<file path="config.mk">
export PLATFORM = sky130hd
export DESIGN_NAME = mod_adder_pipe
export DESIGN_NICKNAME = d
export VERILOG_FILES = /design/src/rtl/mod_adder_pipe.sv
export SDC_FILE = /design/constraint.sdc
export NUM_CORES = 1
export LEC_CHECK = 0
export CAP_MARGIN = 20
export CELL_PAD_IN_SITES_DETAIL_PLACEMENT = 0
export CELL_PAD_IN_SITES_GLOBAL_PLACEMENT = 1
export CORE_UTILIZATION = 34
export DETAILED_ROUTE_END_ITERATION = 16
export MAX_ROUTING_LAYER = met4
export PLACE_DENSITY_LB_ADDON = 0.1
export SLEW_MARGIN = 20
export SYNTH_ARGS = -nofsm -noshare
export SYNTH_HDL_FRONTEND = slang
export SYNTH_SLANG_ARGS = --single-unit
</file>
<file path="constraint.sdc">
create_clock -name i_clk -period 2.2 [get_ports i_clk]
set_input_delay 0.33 -clock i_clk [delete_from_list [all_inputs] [get_ports i_clk]]
set_output_delay 0.33 -clock i_clk [all_outputs]
set_load 0.02 [all_outputs]
</file>
<file path="src/rtl/mod_adder_pipe.sv">
// Pipelined modular adder: (a + b) mod P split into LEVEL slice stages, each carrying a sum and
// a (sum - P) chain, with valid/ready flow control and a sideband control word.
module mod_adder_pipe #(
  parameter int unsigned P        = 251,
  parameter int unsigned BITS     = $clog2(P),
  parameter int unsigned CTL_BITS = 8,
  parameter int unsigned LEVEL    = 1
) (
  input  logic                i_clk,
  input  logic                i_rst,
  input  logic [BITS-1:0]     i_dat_a,
  input  logic [BITS-1:0]     i_dat_b,
  input  logic                i_val,
  input  logic [CTL_BITS-1:0] i_ctl,
  output logic                o_rdy,
  output logic                o_val,
  output logic [BITS-1:0]     o_dat,
  output logic [CTL_BITS-1:0] o_ctl,
  input  logic                i_rdy
);

  localparam int unsigned SLICE    = (BITS + LEVEL - 1) / LEVEL;
  localparam int unsigned DAT_BITS = LEVEL * SLICE;
  localparam logic [DAT_BITS-1:0] P_EXT = DAT_BITS'(P);

  // Stage registers; index g holds the result of slice stage g.
  logic [LEVEL-1:0][DAT_BITS-1:0] a_q, b_q, sum_q, dif_q;
  logic [LEVEL-1:0][CTL_BITS-1:0] ctl_q;
  logic [LEVEL-1:0]               val_q, cry_q, brw_q;

  // Next-state values computed by each slice stage.
  logic [LEVEL-1:0][DAT_BITS-1:0] sum_d, dif_d;
  logic [LEVEL-1:0]               cry_d, brw_d;
  logic [LEVEL-1:0]               rdy;

  // Stage inputs: element 0 is the block input, element g is register g-1, element LEVEL is
  // the final register feeding the output select.
  logic [LEVEL:0][DAT_BITS-1:0] a_in, b_in, sum_in, dif_in;
  logic [LEVEL:0][CTL_BITS-1:0] ctl_in;
  logic [LEVEL:0]               val_in, cry_in, brw_in;

  assign a_in   = {a_q, DAT_BITS'(i_dat_a)};
  assign b_in   = {b_q, DAT_BITS'(i_dat_b)};
  assign sum_in = {sum_q, {DAT_BITS{1'b0}}};
  assign dif_in = {dif_q, {DAT_BITS{1'b0}}};
  assign ctl_in = {ctl_q, i_ctl};
  assign val_in = {val_q, i_val};
  assign cry_in = {cry_q, 1'b0};
  assign brw_in = {brw_q, 1'b0};

  logic [SLICE:0] sl_sum, sl_dif;

  always_comb begin
    sum_d  = '0;
    dif_d  = '0;
    cry_d  = '0;
    brw_d  = '0;
    sl_sum = '0;
    sl_dif = '0;
    for (int g = 0; g < LEVEL; g++) begin
      sl_sum = {1'b0, a_in[g][g*SLICE +: SLICE]} + {1'b0, b_in[g][g*SLICE +: SLICE]}
             + (SLICE+1)'(cry_in[g]);
      // Subtract P from the freshly formed sum slice; the borrow ripples to the next stage.
      sl_dif = {1'b0, sl_sum[SLICE-1:0]} - {1'b0, P_EXT[g*SLICE +: SLICE]}
             - (SLICE+1)'(brw_in[g]);
      sum_d[g]                    = sum_in[g];
      sum_d[g][g*SLICE +: SLICE]  = sl_sum[SLICE-1:0];
      dif_d[g]                    = dif_in[g];
      dif_d[g][g*SLICE +: SLICE]  = sl_dif[SLICE-1:0];
      cry_d[g]                    = sl_sum[SLICE];
      brw_d[g]                    = sl_dif[SLICE];
    end
  end

  // A stage may load when any stage at or after it holds a bubble, or the output drains.
  always_comb begin
    rdy = '0;
    for (int g = 0; g < LEVEL; g++) begin
      rdy[g] = i_rdy;
      for (int k = g; k < LEVEL; k++) begin
        if (!val_q[k]) rdy[g] = 1'b1;
      end
    end
  end

  always_ff @(posedge i_clk) begin
    if (i_rst) begin
      a_q   <= '0;
      b_q   <= '0;
      sum_q <= '0;
      dif_q <= '0;
      ctl_q <= '0;
      val_q <= '0;
      cry_q <= '0;
      brw_q <= '0;
    end else begin
      for (int g = 0; g < LEVEL; g++) begin
        if (rdy[g]) begin
          a_q[g]   <= a_in[g];
          b_q[g]   <= b_in[g];
          sum_q[g] <= sum_d[g];
          dif_q[g] <= dif_d[g];
          ctl_q[g] <= ctl_in[g];
          val_q[g] <= val_in[g];
          cry_q[g] <= cry_d[g];
          brw_q[g] <= brw_d[g];
        end
      end
    end
  end

  // S >= P exactly when the sum carried out or the difference chain did not borrow.
  logic                ge;
  logic [DAT_BITS-1:0] res;

  assign ge    = cry_in[LEVEL] | ~brw_in[LEVEL];
  assign res   = ge ? dif_in[LEVEL] : sum_in[LEVEL];
  assign o_dat = res[BITS-1:0];
  assign o_ctl = ctl_in[LEVEL];
  assign o_val = val_in[LEVEL];
  assign o_rdy = rdy[0] | i_rst;

  logic unused_bits;
  assign unused_bits = ^{a_in, b_in, res};

endmodule

</file>
==> summary.md <==
| Metric | Value |
|---|---|
| Clock transition at path regs | about 90 ps |
| Synthesized cell area | 0.00154 mm² |
| CP Class | reg -> out |
| Die W | 69.2 µm |
| Number of flops mapped to enable cells by yosys | 0 |
| Routed length per instance | 11.8 µm |
| Flops & latches, synth | 27 |
| Slew Limit Fails | 0 |
| Die Span Y | about 69 µm |
| Clock tree buffer depth | 2 |
| Core ar. | ~0.0044 mm² |
| Mapped Nets | 220 |
| Yosys Warn Count | 0 |
| Final core utilization | 52.8% |
| H-tree lvl count | 1 |
| First-pass GRT wire length | between 6000 and 7000 µm |
| FMAX | between 400 and 500 MHz |
| Fin nets | about 290 |
| Commonest non-fill, non-tap cell in the layout | clkdlybuf4s50_1 |
| Critical Path, Cell by Cell | nor2b_1 > buf_4 > mux2_2 > clkdlybuf4s50_1 |
| Drt first pass iters | 5 |
| CTS tree | built |
| Largest stage delay on the critical path | roughly 530 ps |
| Antenna violations before repair | 0 |
| Synth cell types | 37 |
| Top fanout value on the critical path | 3 |
| Synth-to-Final Area Change | 49.8% |
| Synthesized area per cell | 8.44 µm² |
| Max rail drop VDD | about 0.0003 V |
| Lkg Pwr | roughly 1.1 nW |
| Tcrit/Tclk final | 94.9% |
| Number of remaining DRC errors | 0 |
| DPL Wire Length | ~2700 µm |
| Final Power | around 1.4 mW |
| Final setup viols | 0 |
| Status | complete, no violations |
| GRT Overall Usage | between 10% and 20% |
| Critical-path top delay cell | clkdlybuf4s50_1 |
| Register area share after synthesis | 35.2% |
| P per Cell Area | roughly 630 mW/mm² |
| Slew @ Worst Pin | between 400 and 500 ps |
| Via density | between 4 and 5 |
| Clock Root Buffer | clkbuf_8 |
| Crit path required time | 1870 ps |
| Die Outline Area | ~0.0048 mm² |
| Slew HR | ~72% |
| Std-Cell Rows | 24 |
| Arrival time at the worst endpoint | roughly 1800 ps |
| Worst hold path type | reg -> reg |
| Starting Density | 35.3% |
| Worst hold start | sum_q[4] |
| Max Cap Viol | 0 |
| Mux contribution to synthesized area | a little under 6% |
| Fill count | 408 |
| RSZ-0062 raised after global routing | false |
| Worst skew pair latency | roughly 270 ps |
| Largest family of logic cells by synthesized area | simple AND/OR/NAND/NOR gates |
| Critical Path Source | brw_q |
| Final hold vios | 0 |
| Fin crit period | around 2100 ps |
| Routed wl met2 | about 1800 µm |
| Asr flop ratio synth | 0% |
| Setup crit end kind | output pin |
| Synth Area in Compound Gates | 18.8% |
| DRT antenna net count | 0 |
| Drt total wl | between 3000 and 4000 µm |
| Total global routing overflow | 0 |
| Synth Flop Type | dfxtp_1 |
| Layout Skew | ~1.0 ps |
| Met3 WL | around 150 µm |
| Post-Route M1 WL | approximately 1500 µm |
| Pin count of the biggest net entering global routing | 32 |
| Most frequent cells in the layout | clkdlybuf4s50_1, nand2_1, dfxtp_1 |
| Simple-Gate Fraction of Synth Area | roughly a fifth |
| Synth Instances | roughly 180 |
| Final GP Congestion | just under 0.8 |
| Vias in the first global route | 1396 |
| Top Layer Used | met4 |
| Clk sink count | 27 |
| Starting DRT DRC Count | 44 |
| Port Buf Inserts | 45 |
| Via count | roughly 1500 |
| Post-Synth Adder-Cell Area | under 10% |
| Antenna Cells | 0 |
| I/O pin count | 46 |
| Worst setup SP type | flip-flop |
| Xor/xnor share of the synthesized area | 6.68% |
| Worst r2r src | o_val |
| Share of layout cells above drive strength 1 | 23.1% |
| TritonCTS buffer count | 3 |
final cells by class:
type                            count  area (µm²)  share of cell area (%)
Clock buffer                        4        45.0                    1.96
Inverter                            7        26.3                    1.14
Multi-Input combinational cell    139         968                    42.1
Sequential cell                    27         541                    23.5
Tap cell                           52        65.1                    2.83
Timing Repair Buffer               70         656                    28.5
power by group:
group          switching, mW  leakage [nW]  internal [mW]
logic                  0.278         0.827          0.319
clock network          0.148        0.0228          0.130
registers             0.0267         0.225          0.548
total                  0.453          1.07          0.997
synthesized netlist by cell type, types with 5 or more instances:
cell type  instances  share of area, %
mux2_2             7               5.1
nand2_1           31               7.6
a211oi_1           5               2.4
o21ai_0            6               2.0
inv_1              7               1.7
nor2_1            19               4.6
ha_1               9               7.3
dfxtp_1           27                35
a21oi_1           16               5.2
clkbuf_1           7               1.7
state kept, by name, summed over array words and instances, names as in the netlist:
name	cells
brw_q	1
cry_q	1
dif_q	8
o_ctl	8
o_val	1
sum_q	8
timing repair:
item,in CTS,in global routing
hold buffers,0,0
pin swaps,7,7
endpoints found under the hold margin,0,0
setup buffers,2,1
resized for setup,5,14
endpoints found under the setup margin,5,11
per-layer routing:
layer	vias up	global-route usage (%)
met5	-	-
met4	0	5.44
met3	2	2.33
met2	41	26.9
met1	659	18.8
li1	753	-
critical path, delay by kind of cell (launching register included):
family                 cells  cell delay (ps)
buffers and inverters      2              670
DFF                        1              330
muxes                      1              320
and+or+nand+nor            1              160
kinds of logic after synthesis:
| kind of cell | count (synthesis) |
|---|---|
| AND/OR/NAND/NOR | 70 |
| AO/OA/AOI/OAI | 41 |
| flip-flops | 27 |
| buffers and inverters | 16 |
| XOR/XNOR | 10 |
| adder cells (fa/ha/maj) | 10 |
| multiplexers | 8 |
worst paths after layout:
| check | cells past startpoint | end | slack, ps |
|---|---|---|---|
| max | 4 | o_dat[5] | 110 |
| max reg2reg | 7 | dif_q[7] | 670 |
| min reg2reg | 2 | sum_q[4] | 450 |
| min | 2 | sum_q[4] | 450 |
metrics by stage:
stage                     instance area [µm²]  setup slack, ps  setup TNS [ps]  std cells  hold slack [ps]
after floorplan                          1540              183               0        182              428
after CTS                                2250            0.677               0        298              456
after global routing                     2300             34.4               0        299              469
after global placement                   2180             -312           -2140        292              437
after detailed placement                 2180             -401           -2840        292              444
final                                    2300              112               0        299              454
No activity file was read; power rests on OpenSTA's default activity.
